[config.mk]
export PLATFORM = sky130hd
export DESIGN_NAME = audio_ns_sched
export DESIGN_NICKNAME = d
export VERILOG_FILES = /design/src/rtl/audio_ns_pkg.sv /design/src/rtl/audio_ns_sync_edge.sv /design/src/rtl/audio_ns_sched.sv
export SDC_FILE = /design/constraint.sdc
export NUM_CORES = 1
export LEC_CHECK = 0
export CELL_PAD_IN_SITES_DETAIL_PLACEMENT = 0
export CELL_PAD_IN_SITES_GLOBAL_PLACEMENT = 1
export CORE_ASPECT_RATIO = 1.1
export CORE_MARGIN = 5
export CORE_UTILIZATION = 42
export CTS_CLUSTER_SIZE = 40
export DETAILED_ROUTE_END_ITERATION = 12
export PLACE_DENSITY_LB_ADDON = 0.1
export SYNTH_ARGS = -nofsm -noshare
export SYNTH_HDL_FRONTEND = slang
export SYNTH_HIERARCHICAL = 1
export SYNTH_SLANG_ARGS = --single-unit
[constraint.sdc]
create_clock -name clk -period 11.9 [get_ports clk]
set_input_delay 3.57 -clock clk [delete_from_list [all_inputs] [get_ports clk]]
set_output_delay 3.57 -clock clk [all_outputs]
set_load 0.02 [all_outputs]
[src/rtl/audio_ns_pkg.sv]
// Shared types and constants for the fix_audio_ns sample scheduler:
// FSM state encoding, conf field layout and a conf packing helper.
package audio_ns_pkg;

    localparam int DW_DEF = 16;
    localparam int CONFW  = 2*DW_DEF + 4;

    typedef enum logic [1:0] {
        IDLE = 2'd0,
        CFG  = 2'd1,
        WAIT = 2'd2,
        REQ  = 2'd3
    } state_t;

    // conf = {vol, kal_pnc, sel_lpf, sel_hpf}
    localparam int SEL_HPF_LSB = 0;
    localparam int SEL_HPF_W   = 2;
    localparam int SEL_LPF_LSB = 2;
    localparam int SEL_LPF_W   = 2;
    localparam int KAL_PNC_LSB = 4;
    localparam int KAL_PNC_W   = DW_DEF;
    localparam int VOL_LSB     = 4 + DW_DEF;
    localparam int VOL_W       = DW_DEF;

    function automatic logic [CONFW-1:0] conf_pack(
        input logic [VOL_W-1:0]     vol,
        input logic [KAL_PNC_W-1:0] kal,
        input logic [SEL_LPF_W-1:0] lpf,
        input logic [SEL_HPF_W-1:0] hpf
    );
        return {vol, kal, lpf, hpf};
    endfunction

endpackage

[src/rtl/audio_ns_sync_edge.sv]
// Two-flop synchroniser with a registered copy for edge detection.
// Ports: clk, rst (async high), i_d async input, o_pulse 1-cycle edge strobe
// (rising edge only, or either edge when ANY_EDGE=1).
module audio_ns_sync_edge #(
    parameter bit ANY_EDGE = 1'b0
) (
    input  logic clk,
    input  logic rst,
    input  logic i_d,
    output logic o_pulse
);

    logic r_meta;
    logic r_sync;
    logic r_prev;

    always_ff @(posedge clk or posedge rst) begin
        if (rst) begin
            r_meta <= 1'b0;
            r_sync <= 1'b0;
            r_prev <= 1'b0;
        end else begin
            r_meta <= i_d;
            r_sync <= r_meta;
            r_prev <= r_sync;
        end
    end

    if (ANY_EDGE) begin : g_any
        assign o_pulse = r_sync ^ r_prev;
    end else begin : g_rise
        assign o_pulse = r_sync & ~r_prev;
    end

endmodule

[src/rtl/audio_ns_sched.sv]
// Sample scheduler in front of fix_audio_ns: one toggle request per lrclk
// frame, conf applied at frame boundaries through an enable-drop window,
// processed samples returned with a 1-cycle strobe, overrun/overflow
// counting and ack timeout recovery.
// Ports: clk/rst, lrclk, in_data, cfg_conf/cfg_wr, run; ns_* to/from
// fix_audio_ns; out_data/out_valid, busy, overrun_cnt, ovf_cnt, tmo_err.
module audio_ns_sched #(
    parameter int DW     = 16,
    parameter int EN_LOW = 5,
    parameter int TMO    = 4095,
    parameter int CNTW   = 8
) (
    input  logic            clk,
    input  logic            rst,
    input  logic            lrclk,
    input  logic [DW-1:0]   in_data,
    input  logic [2*DW+3:0] cfg_conf,
    input  logic            cfg_wr,
    input  logic            run,
    output logic            ns_req,
    input  logic            ns_ack,
    input  logic            ns_overflow,
    output logic            ns_enable,
    output logic [2*DW+3:0] ns_conf,
    output logic [DW-1:0]   ns_rx_data,
    input  logic [DW-1:0]   ns_tx_data,
    output logic [DW-1:0]   out_data,
    output logic            out_valid,
    output logic            busy,
    output logic [CNTW-1:0] overrun_cnt,
    output logic [CNTW-1:0] ovf_cnt,
    output logic            tmo_err
);

    import audio_ns_pkg::*;

    localparam int CW = 2*DW + 4;
    localparam int EW = (EN_LOW < 2) ? 1 : $clog2(EN_LOW);
    localparam int TW = $clog2(TMO + 1);

    state_t          r_state;
    state_t          w_nx;
    logic [EW-1:0]   r_cfg_cnt;
    logic [TW-1:0]   r_timer;
    logic            r_req;
    logic [DW-1:0]   r_rx;
    logic [CW-1:0]   r_conf;
    logic [CW-1:0]   r_shadow;
    logic            r_pending;
    logic [DW-1:0]   r_out;
    logic            r_valid;
    logic [CNTW-1:0] r_ovr;
    logic [CNTW-1:0] r_ovf;
    logic            r_ovf_d;
    logic            r_tmo;

    logic w_fs;
    logic w_ack_ev;
    logic w_cfg_done;
    logic w_start;
    logic w_done;
    logic w_tmo;
    logic w_ovf_rise;

    audio_ns_sync_edge #(.ANY_EDGE(1'b0)) u_lr_sync (
        .clk     (clk),
        .rst     (rst),
        .i_d     (lrclk),
        .o_pulse (w_fs)
    );

    // Reset clears these flops, so an ack landing during reset is lost.
    audio_ns_sync_edge #(.ANY_EDGE(1'b1)) u_ack_sync (
        .clk     (clk),
        .rst     (rst),
        .i_d     (ns_ack),
        .o_pulse (w_ack_ev)
    );

    assign w_cfg_done = (r_state == CFG) &&
                        (r_cfg_cnt == EW'(EN_LOW - 1));
    assign w_start    = (r_state == WAIT) && w_fs &&
                        !r_pending && run;
    assign w_done     = (r_state == REQ) && w_ack_ev;
    assign w_tmo      = (r_state == REQ) && !w_ack_ev &&
                        (r_timer == TW'(TMO - 1));
    assign w_ovf_rise = ns_overflow && !r_ovf_d;

    always_comb begin
        w_nx = r_state;
        unique case (r_state)
            IDLE: if (run) w_nx = CFG;
            CFG:  if (w_cfg_done) w_nx = WAIT;
            WAIT: begin
                if (w_fs && r_pending) w_nx = CFG;
                else if (!run)         w_nx = IDLE;
                else if (w_fs)         w_nx = REQ;
            end
            REQ: begin
                if (w_ack_ev)   w_nx = WAIT;
                else if (w_tmo) w_nx = CFG;
            end
            default: w_nx = IDLE;
        endcase
    end

    always_ff @(posedge clk or posedge rst) begin
        if (rst) begin
            r_state   <= IDLE;
            r_cfg_cnt <= '0;
            r_timer   <= '0;
            r_req     <= 1'b0;
            r_rx      <= '0;
            r_conf    <= '0;
            r_shadow  <= '0;
            r_pending <= 1'b0;
            r_out     <= '0;
            r_valid   <= 1'b0;
            r_ovr     <= '0;
            r_ovf     <= '0;
            r_ovf_d   <= 1'b0;
            r_tmo     <= 1'b0;
        end else begin
            r_state <= w_nx;

            if (r_state == CFG) begin
                r_cfg_cnt <= r_cfg_cnt + 1'b1;
                r_conf    <= r_shadow;
            end else begin
                r_cfg_cnt <= '0;
            end

            // A write in the exit cycle survives and forces another CFG.
            if (cfg_wr) begin
                r_shadow  <= cfg_conf;
                r_pending <= 1'b1;
            end else if (w_cfg_done) begin
                r_pending <= 1'b0;
            end

            if (w_tmo)
                r_tmo <= 1'b1;
            else if (w_cfg_done && r_pending)
                r_tmo <= 1'b0;

            if (w_start)
                r_timer <= '0;
            else if (r_state == REQ)
                r_timer <= r_timer + 1'b1;

            // After a timeout the DUT is re-enabled with ack=0.
            if (w_start) begin
                r_req <= ~r_req;
                r_rx  <= in_data;
            end else if (w_tmo) begin
                r_req <= 1'b0;
            end

            if (w_done)
                r_out <= ns_tx_data;
            r_valid <= w_done;

            if ((r_state == REQ) && w_fs && (r_ovr != '1))
                r_ovr <= r_ovr + 1'b1;

            r_ovf_d <= ns_overflow;
            if (w_ovf_rise && (r_ovf != '1))
                r_ovf <= r_ovf + 1'b1;
        end
    end

    assign ns_req      = r_req;
    assign ns_enable   = (r_state == WAIT) || (r_state == REQ);
    assign ns_conf     = r_conf;
    assign ns_rx_data  = r_rx;
    assign out_data    = r_out;
    assign out_valid   = r_valid;
    assign busy        = (r_state == REQ);
    assign overrun_cnt = r_ovr;
    assign ovf_cnt     = r_ovf;
    assign tmo_err     = r_tmo;

endmodule
==> results.md, run 1 <==
* Max VDD drop at 0.1286 mV
* DRC violation count after routing at 0
* Slack of the worst reg-to-reg path at 9.70 ns
* Clock Skews at 0.005583 ns
* Fraction of layout instances using a drive strength above 1 at 0.2479
* Reg power frac at 0.367
* Area growth syn-to-layout at 39.65%
* Leakage dissipation at 3.581 nW
* Global-route total usage across every layer at 0.1589
* Yosys warnings at 6
* Width of the chip at 124.6 microns
* Number of search-and-repair iterations in the first detailed-routing pass at 4
* Quantity of I/O buffers inserted on ports at 163
* Distinct cell type count of the synthesized netlist at 45
* Worst setup path class: reg2out
* Die area at 16960 sq um
* CTS tree: built
* Number of nets in the layout at 671
* Number of endpoints with negative hold slack in the final report at 0
* Mapped Area at 6071 sq um
* Number of logic stages on the critical path including buffering at 2
* Clock latency of the later-clocked register in the worst-skew pair at 0.41 ns
* Clock transition at the registers of the reported paths at 0.06 ns
* Total Wirelength at 13250 microns
* Count of hold buffers inserted by post-cts repair at 0
* Proportion of register bits with asynchronous set or reset after synthesis at 1.000
* Height of the die at 136.1 microns
* GRT Residual Overflow at 0
* Initial antenna violation count at 0
* Ratio of final minimum period to clock period at 0.4795
* Synthesized instance count at 425
* Pwr Density at 238.8 nW/um^2
* Count of flip-flops with a built-in enable after synthesis at 0
* Number of DRC markers after the initial detailed-route iteration at 159
* Via count normalized by instance count at 4.976
* Minimum period implied by the final worst setup slack at 5.706 ns
* Outcome: completed
* Mean cell area of the mapped netlist at 14.28 sq um
* Combined area of the multi-input logic cells at 2195 sq um
* Part of the power in the clock network at 0.293
* Crit Path Max Fanout at 18
* Starting utilization of the core area at 0.4236
* Final setup viols at 0
* HPWL after detailed placement at 9131 microns
* Filler Cell Count at 1131
* Placement row count at 46
* Clk Tree Root Cell: sky130_fd_sc_hd__clkbuf_16
* End point of the critical path: busy
* Startpoint types: flop
* Portion of the post-synthesis area used by sequential elements at 0.6101
* Top post-synthesis cells by count: 148 x sky130_fd_sc_hd__dfrtp_1, 102 x sky130_fd_sc_hd__mux2_2, 16 x sky130_fd_sc_hd__o21ai_0
* Worst flop-to-flop path startpoint: r_state[1]
* Source of the critical timing path: r_state[1]
* Flop and latch count out of synthesis at 148
* Ranking of synthesized cells by area: sky130_fd_sc_hd__dfrtp_1 61%, sky130_fd_sc_hd__mux2_2 19%, sky130_fd_sc_hd__mux2_4 2.2%
* Depth of the worst register-to-register path at 2
* P_int at 0.001405 W
* Max capacitance violation total at 0
* Sink count of the clock tree at 148
* Cell family with most CP delay: flip-flops
* Pin count of the biggest net entering global routing at 87
* I/O pin cnt at 164
* Via total after detailed routing at 3946
* Worst path cell trace: and2_1 > clkdlybuf4s50_1
* Wire length per cell at 16.71 microns
* Post-CTS resize count at 0
* Buffers plus inverters on the worst setup path at 1
* Max Transition Viols Final at 0
* Data required time of the worst path at 8.33 ns
* Setup bufs post-CTS at 0
* Cell at the slowest stage of the critical path: sky130_fd_sc_hd__dfrtp_1
* Post-synth top area cell: sky130_fd_sc_hd__dfrtp_1
* Capture point of the worst reg-to-reg path: ns_conf[9]
* Primary flip-flop cell chosen by synthesis mapping: sky130_fd_sc_hd__dfrtp_1
* Switching part of the total at 0.3061
* Transition time of the tightest slew-check pin at 1.058 ns
* RSZ-0062 raised after global routing: no
* Highest cell delay on the worst timing path at 0.71 ns
* Setup TNS after final layout at 0 ns
* Final cell utilization of the core at 0.5916
* Max transition margin at 0.2949
* Share of Yosys cell area claimed by the top area cell type at 0.6101
* Max Root-Sink Buffers at 2
* Worst min-delay path class: reg2reg
* Vias in the first global route at 4135
* Global-route wire length before repair at 21270 microns
* Net switching power at 0.0006198 W
* Inserted Diodes at 0
* Maximum achievable frequency at 0.1753 GHz
* Placer Congestion at 0.7787
* Post-synth net total at 506
* Top-count cell post-synth: sky130_fd_sc_hd__dfrtp_1
* Share of power burned in combinational logic at 0.340
* Clock H-tree levels at 4
* Area of all sequential standard cells at 3704 sq um
* Element type at the critical path end: output port
* Arrival time reported for the critical path endpoint at 2.14 ns
* ANT nets after route at 0
* Std-Cell Core Area at 14330 sq um
* Total clock buffers created by CTS at 17
==> area by class of cell <==
type                            instances  share of cell area
Multi-Input combinational cell        246              0.2589
Clock inverter                         10             0.02420
Tap cell                              192             0.02834
Timing Repair Buffer                  164              0.1927
Sequential cell                       148              0.4368
Inverter                               13            0.006346
Clock buffer                           20             0.05269
==> metrics by stage <==
stage / setup slack [ns] / hold WS (ns) / total power [W] / area [sq um] / std cells
after floorplan: 4.520 / 0.3312 / 0.001143 / 6071 / 425
after global placement: 6.443 / 0.3415 / 0.001436 / 7826 / 763
after detailed placement: 6.416 / 0.3466 / 0.001448 / 7826 / 763
after CTS: 6.164 / 0.3532 / 0.002054 / 8478 / 793
after global routing: 6.044 / 0.3622 / 0.002127 / 8478 / 793
final: 6.194 / 0.3485 / 0.002025 / 8478 / 793
==> worst min path at each step <==
stage / from / end / slack, ns / cells after the start
floorplan: u_ack_sync/r_meta / u_ack_sync/r_sync / 0.33 / 0
global placement: u_lr_sync/r_meta / u_lr_sync/r_sync / 0.34 / 0
detailed placement: u_ack_sync/r_meta / u_ack_sync/r_sync / 0.35 / 0
CTS: u_ack_sync/r_meta / u_ack_sync/r_sync / 0.35 / 0
global route: u_lr_sync/r_meta / u_lr_sync/r_sync / 0.36 / 0
finish: u_ack_sync/r_meta / u_ack_sync/r_sync / 0.35 / 0
==> metal layers <==
metal / wire (microns) / global-route usage / up-vias
met5: 0 / 0 / -
met4: 235 / 0.05786 / 0
met3: 898 / 0.06640 / 16
met2: 6869 / 0.2704 / 97
met1: 5251 / 0.1804 / 1980
li1: - / - / 1853
==> flip-flops by register name, indices dropped and copies added, names as in the netlist, 2 cells and up <==
signal	count
ns_rx_data	16
r_timer	12
r_state	2
ns_conf	36
r_cfg_cnt	3
ovf_cnt	8
out_data	16
r_shadow	36
overrun_cnt	8
==> cell usage in the layout, fill, tap and decap left out, types with 2 or more instances in the layout <==
master / n
sky130_fd_sc_hd__nor2b_1: 3
sky130_fd_sc_hd__or4_1: 2
sky130_fd_sc_hd__nand2b_1: 4
sky130_fd_sc_hd__a31oi_1: 2
sky130_fd_sc_hd__inv_1: 12
sky130_fd_sc_hd__mux2_2: 102
sky130_fd_sc_hd__xor2_1: 2
sky130_fd_sc_hd__a21oi_1: 10
sky130_fd_sc_hd__ha_1: 6
sky130_fd_sc_hd__nand4_1: 9
sky130_fd_sc_hd__o21bai_1: 3
sky130_fd_sc_hd__clkbuf_1: 2
sky130_fd_sc_hd__nor4_1: 6
sky130_fd_sc_hd__o211ai_1: 3
sky130_fd_sc_hd__nand2_1: 13
sky130_fd_sc_hd__nand3_1: 10
sky130_fd_sc_hd__dfrtp_1: 148
sky130_fd_sc_hd__o21ai_0: 16
sky130_fd_sc_hd__nor3_1: 3
sky130_fd_sc_hd__bufinv_16: 6
sky130_fd_sc_hd__xnor2_1: 8
sky130_fd_sc_hd__and3_1: 2
sky130_fd_sc_hd__or3_1: 4
sky130_fd_sc_hd__clkinvlp_4: 2
sky130_fd_sc_hd__o31ai_1: 3
sky130_fd_sc_hd__clkdlybuf4s50_1: 162
sky130_fd_sc_hd__clkinv_2: 2
sky130_fd_sc_hd__mux2i_1: 4
sky130_fd_sc_hd__mux2_4: 9
sky130_fd_sc_hd__clkbuf_16: 17
sky130_fd_sc_hd__nor2_1: 5
==> power groups by stage <==
stage | Combinational (W) | Sequential [W] | Clock (W)
after floorplan | 0.000286 | 0.000857 | 0
after global placement | 0.000690 | 0.000746 | 0
after detailed placement | 0.000698 | 0.000750 | 0
after CTS | 0.000703 | 0.000744 | 0.000607
after global routing | 0.000737 | 0.000762 | 0.000627
final | 0.000689 | 0.000743 | 0.000593
==> cells by family after synthesis <==
family | synth area share
AOI/OAI and AO/OA | 0.03998
xor gates and xnor gates | 0.01443
adders and majority gates | 0.01237
buffers and inverters | 0.02885
DFF | 0.6101
muxes | 0.2181
and+or+nand+nor | 0.07626
==> worst register-to-register path, stage by stage, from the launching register on <==
cell and delay (ns):
sky130_fd_sc_hd__dfrtp_1 0.71, sky130_fd_sc_hd__nand2b_2 0.94, sky130_fd_sc_hd__mux2_2 0.44
No activity file was read; power rests on OpenSTA's default activity.
==> run 2: changes to the inputs <==
CORE_UTILIZATION = 35   (was 42)
clock period = 5.03 ns   (was 11.9 ns; I/O delays follow)
==> run 2 against run 1 <==
  * Non-clock buffer count increased by 2
  * Highest routed layer unchanged
  * Sequential share of layout area decreased by 0.071 points
  * Wire length is 2.3% higher
  * Core utilization shrank 9.3 points
  * Worst setup slack got worse by 4.8 ns
  * First-iteration DRC count down 3.1%
  * Clock power rose by 120%
  * Register-to-register slack got worse by 6.7 ns
  * Die area increased by 18%
  * Count of clock-buffer cells in the layout is the same
==> results.md, run 2 (synthesis gave the netlist of run 1 again) <==
* Worst flop-to-flop path startpoint: r_state[1]
* Pin count of the biggest net entering global routing at 78
* Total clock buffers created by CTS at 17
* Outcome: completed
* Count of hold buffers inserted by post-cts repair at 0
* Sink count of the clock tree at 148
* Final setup viols at 0
* Element type at the critical path end: output port
* Vias in the first global route at 4281
* Placement row count at 50
* Max capacitance violation total at 0
* Number of endpoints with negative hold slack in the final report at 0
* Global-route total usage across every layer at 0.1422
* DRC violation count after routing at 0
* GRT Residual Overflow at 0
* Starting utilization of the core area at 0.3568
* Max transition margin at 0.3506
* Number of nets in the layout at 673
* Initial antenna violation count at 0
* Crit Path Max Fanout at 18
* Wire length per cell at 16.17 microns
* Clock H-tree levels at 4
* Max Transition Viols Final at 0
* Fraction of layout instances using a drive strength above 1 at 0.2517
* Worst setup timing slack at the placement stage at 1.610 ns
* Setup bufs post-CTS at 0
* Metal2 WL at 7239 microns
* Data required time of the worst path at 3.52 ns
* Arrival time reported for the critical path endpoint at 2.13 ns
* Max VDD drop at 0.2341 mV
* Startpoint types: flop
* I/O pin cnt at 164
* Worst min-delay path class: reg2reg
* Maximum achievable frequency at 0.2750 GHz
* Startpoint of the lowest-slack hold path: u_ack_sync/r_meta
* Quantity of I/O buffers inserted on ports at 163
* ANT nets after route at 0
* Source of the critical timing path: r_state[1]
* Std-Cell Core Area at 17020 sq um
* Clock latency of the later-clocked register in the worst-skew pair at 0.41 ns
* Worst setup path class: reg2out
* Via count normalized by instance count at 4.720
* Placer Congestion at 0.7576
* Post-CTS resize count at 0
* RSZ-0062 raised after global routing: no
* Area growth syn-to-layout at 39.88%
* Number of DRC markers after the initial detailed-route iteration at 154
* Slack of the critical path at 1.394 ns
* Clock transition at the registers of the reported paths at 0.06 ns
* Top library cells by usage in the layout, fill and taps aside: 162 x sky130_fd_sc_hd__clkdlybuf4s50_1, 148 x sky130_fd_sc_hd__dfrtp_1, 102 x sky130_fd_sc_hd__mux2_2, 17 x sky130_fd_sc_hd__clkbuf_16, 16 x sky130_fd_sc_hd__o21ai_0
* M1 WL at 5259 microns
* Clock Skews at 0.01098 ns
* Highest metal used: met4
* Leakage dissipation at 3.557 nW
* Die area at 20080 sq um
* Via total after detailed routing at 3955
* Ratio of final minimum period to clock period at 0.7229
* Global-route wire length before repair at 22490 microns
* Clk Tree Root Cell: sky130_fd_sc_hd__clkbuf_16
* Pwr Density at 550.0 nW/um^2
* CTS tree: built
* Metal3 WL at 914 microns
* HPWL after detailed placement at 9540 microns
* Setup TNS after final layout at 0 ns
* Width of the chip at 135.6 microns
* Max Root-Sink Buffers at 2
* Minimum period implied by the final worst setup slack at 3.636 ns
* Number of search-and-repair iterations in the first detailed-routing pass at 4
* Total Wirelength at 13550 microns
* Transition time of the tightest slew-check pin at 0.9741 ns
* Height of the die at 148.1 microns
* Inserted Diodes at 0
* Most common cell after layout, fill and taps aside: sky130_fd_sc_hd__clkdlybuf4s50_1
run 2: cell count changes in the layout (fill, tap and decap cells not counted):
cell / before / now
sky130_fd_sc_hd__clkinv_2: 2 / 1
sky130_fd_sc_hd__bufinv_16: 6 / 3
sky130_fd_sc_hd__clkinvlp_4: 2 / 4
sky130_fd_sc_hd__inv_6: 1 / 2
sky130_fd_sc_hd__buf_4: 1 / 3
sky130_fd_sc_hd__clkinv_4: 0 / 2
run 2: routing by layer:
layer  up-vias  GRT usage
li1       1855          -
met1      2002     0.1601
met3        10    0.06123
met4         0    0.04183
met5         -          0
met2        88     0.2450
run 2: final cells by class:
type                            count  area, sq um
Tap cell                          234        292.8
Multi-Input combinational cell    246         2195
Timing Repair Buffer              166         1649
Clock buffer                       20        446.7
Sequential cell                   148         3704
Clock inverter                     11        152.6
Fill cell                        1509         8524
Inverter                           13        52.55
run 2: per-stage QoR:
step / hold slack [ns] / std cells / total power, W / utilization / instance area [sq um]
2_1_floorplan: 0.3312 / 425 / 0.002703 / - / 6075
3_3_place_gp: 0.3394 / 807 / 0.003406 / 0.4638 / 7893
3_5_place_dp: 0.3420 / 807 / 0.003438 / 0.4638 / 7893
4_1_cts: 0.3469 / 838 / 0.004754 / 0.4990 / 8492
5_1_grt: 0.3597 / 838 / 0.004947 / 0.4990 / 8492
6_report: 0.3474 / 838 / 0.004671 / 0.4990 / 8492
run 2: critical path, stage by stage, from the launching register on:
cell and delay, ns:
sky130_fd_sc_hd__dfrtp_1 0.71, sky130_fd_sc_hd__and2_1 0.35, sky130_fd_sc_hd__clkdlybuf4s50_1 0.66
run 2: worst paths after layout:
path                                endpoint  slack [ns]  cells past startpoint
max                                     busy        1.39                      2
min                        u_ack_sync/r_sync        0.35                      0
min reg2reg                u_ack_sync/r_sync        0.35                      0
max reg2reg                    ns_rx_data[8]        2.98                      3
max in group asynchronous       r_shadow[24]        2.55                      3
min in group asynchronous  u_ack_sync/r_prev        1.38                      2
run 2: power by group:
part / internal (W) / switching [W] / total [W]
Clock: 0.000795 / 0.000486 / 0.00128
Sequential: 0.00151 / 0.000237 / 0.00175
Combinational: 0.000876 / 0.000764 / 0.00164
Total: 0.00318 / 0.00149 / 0.00467
==> run 3: changes to the inputs <==
CORE_UTILIZATION = 39   (was 35)
clock period = 3.4 ns   (was 5.03 ns; I/O delays follow)
==> run 3 against run 2 <==
  * Register-to-register slack worse by 1.6 ns
  * Critical path depth up 1
  * Wire length down 1.7%
  * First-iteration DRC count down 18%
  * Die area down 9.5%
  * Clock skew about the same
  * Largest power group unchanged
  * Clock power up 32%
  * Highest routed layer unchanged
  * Power up 44%
==> results.md, run 3 (synthesis gave the netlist of run 1 again) <==
* Post-CTS resize count at 0
* Element type at the critical path end: output port
* Max Transition Viols Final at 0
* Via count normalized by instance count at 4.862
* Worst setup timing slack at the placement stage at 0.5476 ns
* Width of the chip at 129.0 microns
* Placement row count at 47
* Maximum achievable frequency at 0.3431 GHz
* Fraction of layout instances using a drive strength above 1 at 0.2500
* Global-route total usage across every layer at 0.1539
* Pwr Density at 798.5 nW/um^2
* I/O pin cnt at 164
* CTS tree: built
* Number of nets in the layout at 678
* Setup bufs post-CTS at 0
* Most common cell after layout, fill and taps aside: sky130_fd_sc_hd__clkdlybuf4s50_1
* Slack of the worst reg-to-reg path at 1.36 ns
* HPWL after detailed placement at 9600 microns
* Final setup viols at 0
* Arrival time reported for the critical path endpoint at 1.89 ns
* Via total after detailed routing at 3909
* Total clock buffers created by CTS at 17
* Transition time of the tightest slew-check pin at 0.7761 ns
* Count of hold buffers inserted by post-cts repair at 0
* Inserted Diodes at 0
* Clock transition at the registers of the reported paths at 0.06 ns
* Leakage dissipation at 3.566 nW
* Placer Congestion at 0.7664
* Quantity of I/O buffers inserted on ports at 163
* Startpoint types: flop
* Clock latency of the later-clocked register in the worst-skew pair at 0.42 ns
* DRC violation count after routing at 0
* Final cell utilization of the core at 0.5560
* Layout Cells excl Fill at 804
* Max Root-Sink Buffers at 2
* Die area at 18160 sq um
* Setup TNS after final layout at 0 ns
* RSZ-0062 raised after global routing: no
* Max VDD drop at 0.4262 mV
* Total Wirelength at 13320 microns
* Worst min-delay path class: reg2reg
* Minimum period implied by the final worst setup slack at 2.915 ns
* Worst setup path class: reg2out
* Number of DRC markers after the initial detailed-route iteration at 126
* Outcome: completed
* Sink count of the clock tree at 148
* Global-route wire length before repair at 21910 microns
* Clock Skews at 0.01086 ns
* Cell total after placement at 774
* Max capacitance violation total at 0
* Crit Path Max Fanout at 18
* ANT nets after route at 0
* Clk Tree Root Cell: sky130_fd_sc_hd__clkbuf_16
* Data required time of the worst path at 2.38 ns
* Number of endpoints with negative hold slack in the final report at 0
* Initial antenna violation count at 0
* Starting utilization of the core area at 0.4001
* Clock H-tree levels at 4
* GRT Residual Overflow at 0
* Vias in the first global route at 4321
* Area growth syn-to-layout at 38.95%
* Slack of the critical path at 0.4854 ns
* Max transition margin at 0.4826
* Top library cells by usage in the layout, fill and taps aside: 162 x sky130_fd_sc_hd__clkdlybuf4s50_1, 148 x sky130_fd_sc_hd__dfrtp_1, 102 x sky130_fd_sc_hd__mux2_2, 17 x sky130_fd_sc_hd__clkbuf_16, 16 x sky130_fd_sc_hd__o21ai_0
* Std-Cell Core Area at 15170 sq um
* Number of search-and-repair iterations in the first detailed-routing pass at 4
* Pin count of the biggest net entering global routing at 76
* Ratio of final minimum period to clock period at 0.8572
* Height of the die at 140.9 microns
* Wire length per cell at 16.57 microns
## run 3: per-layer routing
layer	up-vias	wire, microns	GRT usage
li1	1855	-	-
met1	1945	5115	0.1706
met2	94	6934	0.2590
met3	15	1053	0.06243
met4	0	218	0.06744
met5	-	0	0
## run 3: final timing paths
path	end	cells after the start	startpoint
hold reg to reg	u_ack_sync/r_sync	0	u_ack_sync/r_meta
hold / removal	u_ack_sync/r_sync	0	u_ack_sync/r_meta
setup reg to reg	ns_conf[33]	4	r_state[1]
max in group asynchronous	r_shadow[21]	3	rst
setup / recovery	busy	3	r_state[1]
min in group asynchronous	u_ack_sync/r_meta	2	rst
## run 3: report_power, final
group          internal, W  switching, W  total, W
sequential         0.00224      0.000314   0.00255
clock              0.00103      0.000656   0.00169
combinational      0.00132       0.00118   0.00249
total              0.00459       0.00215   0.00674
## run 3: layout make-up
cell class                      instances  area, sq um
Clock inverter                          5        52.55
Tap cell                              196        245.2
Timing Repair Buffer                  171         1712
Fill cell                            1304         6736
Inverter                               13        52.55
Sequential cell                       148         3704
Clock buffer                           25        475.5
Multi-Input combinational cell        246         2195
## run 3: critical path, cell delays in order, from the launching register on
cell                              delay, ns
sky130_fd_sc_hd__dfrtp_1               0.32
sky130_fd_sc_hd__buf_4                 0.22
sky130_fd_sc_hd__and2_1                0.29
sky130_fd_sc_hd__clkdlybuf4s50_1       0.65
## run 3: stage by stage
| step | total power [W] | cell area (sq um) | hold slack [ns] |
|---|---|---|---|
| after floorplan | 0.004000 | 6075 | 0.3312 |
| after global placement | 0.005065 | 7908 | 0.3353 |
| after detailed placement | 0.005112 | 7908 | 0.3443 |
| after CTS | 0.006853 | 8436 | 0.3577 |
| after global routing | 0.007120 | 8436 | 0.3620 |
| final | 0.006736 | 8436 | 0.3551 |
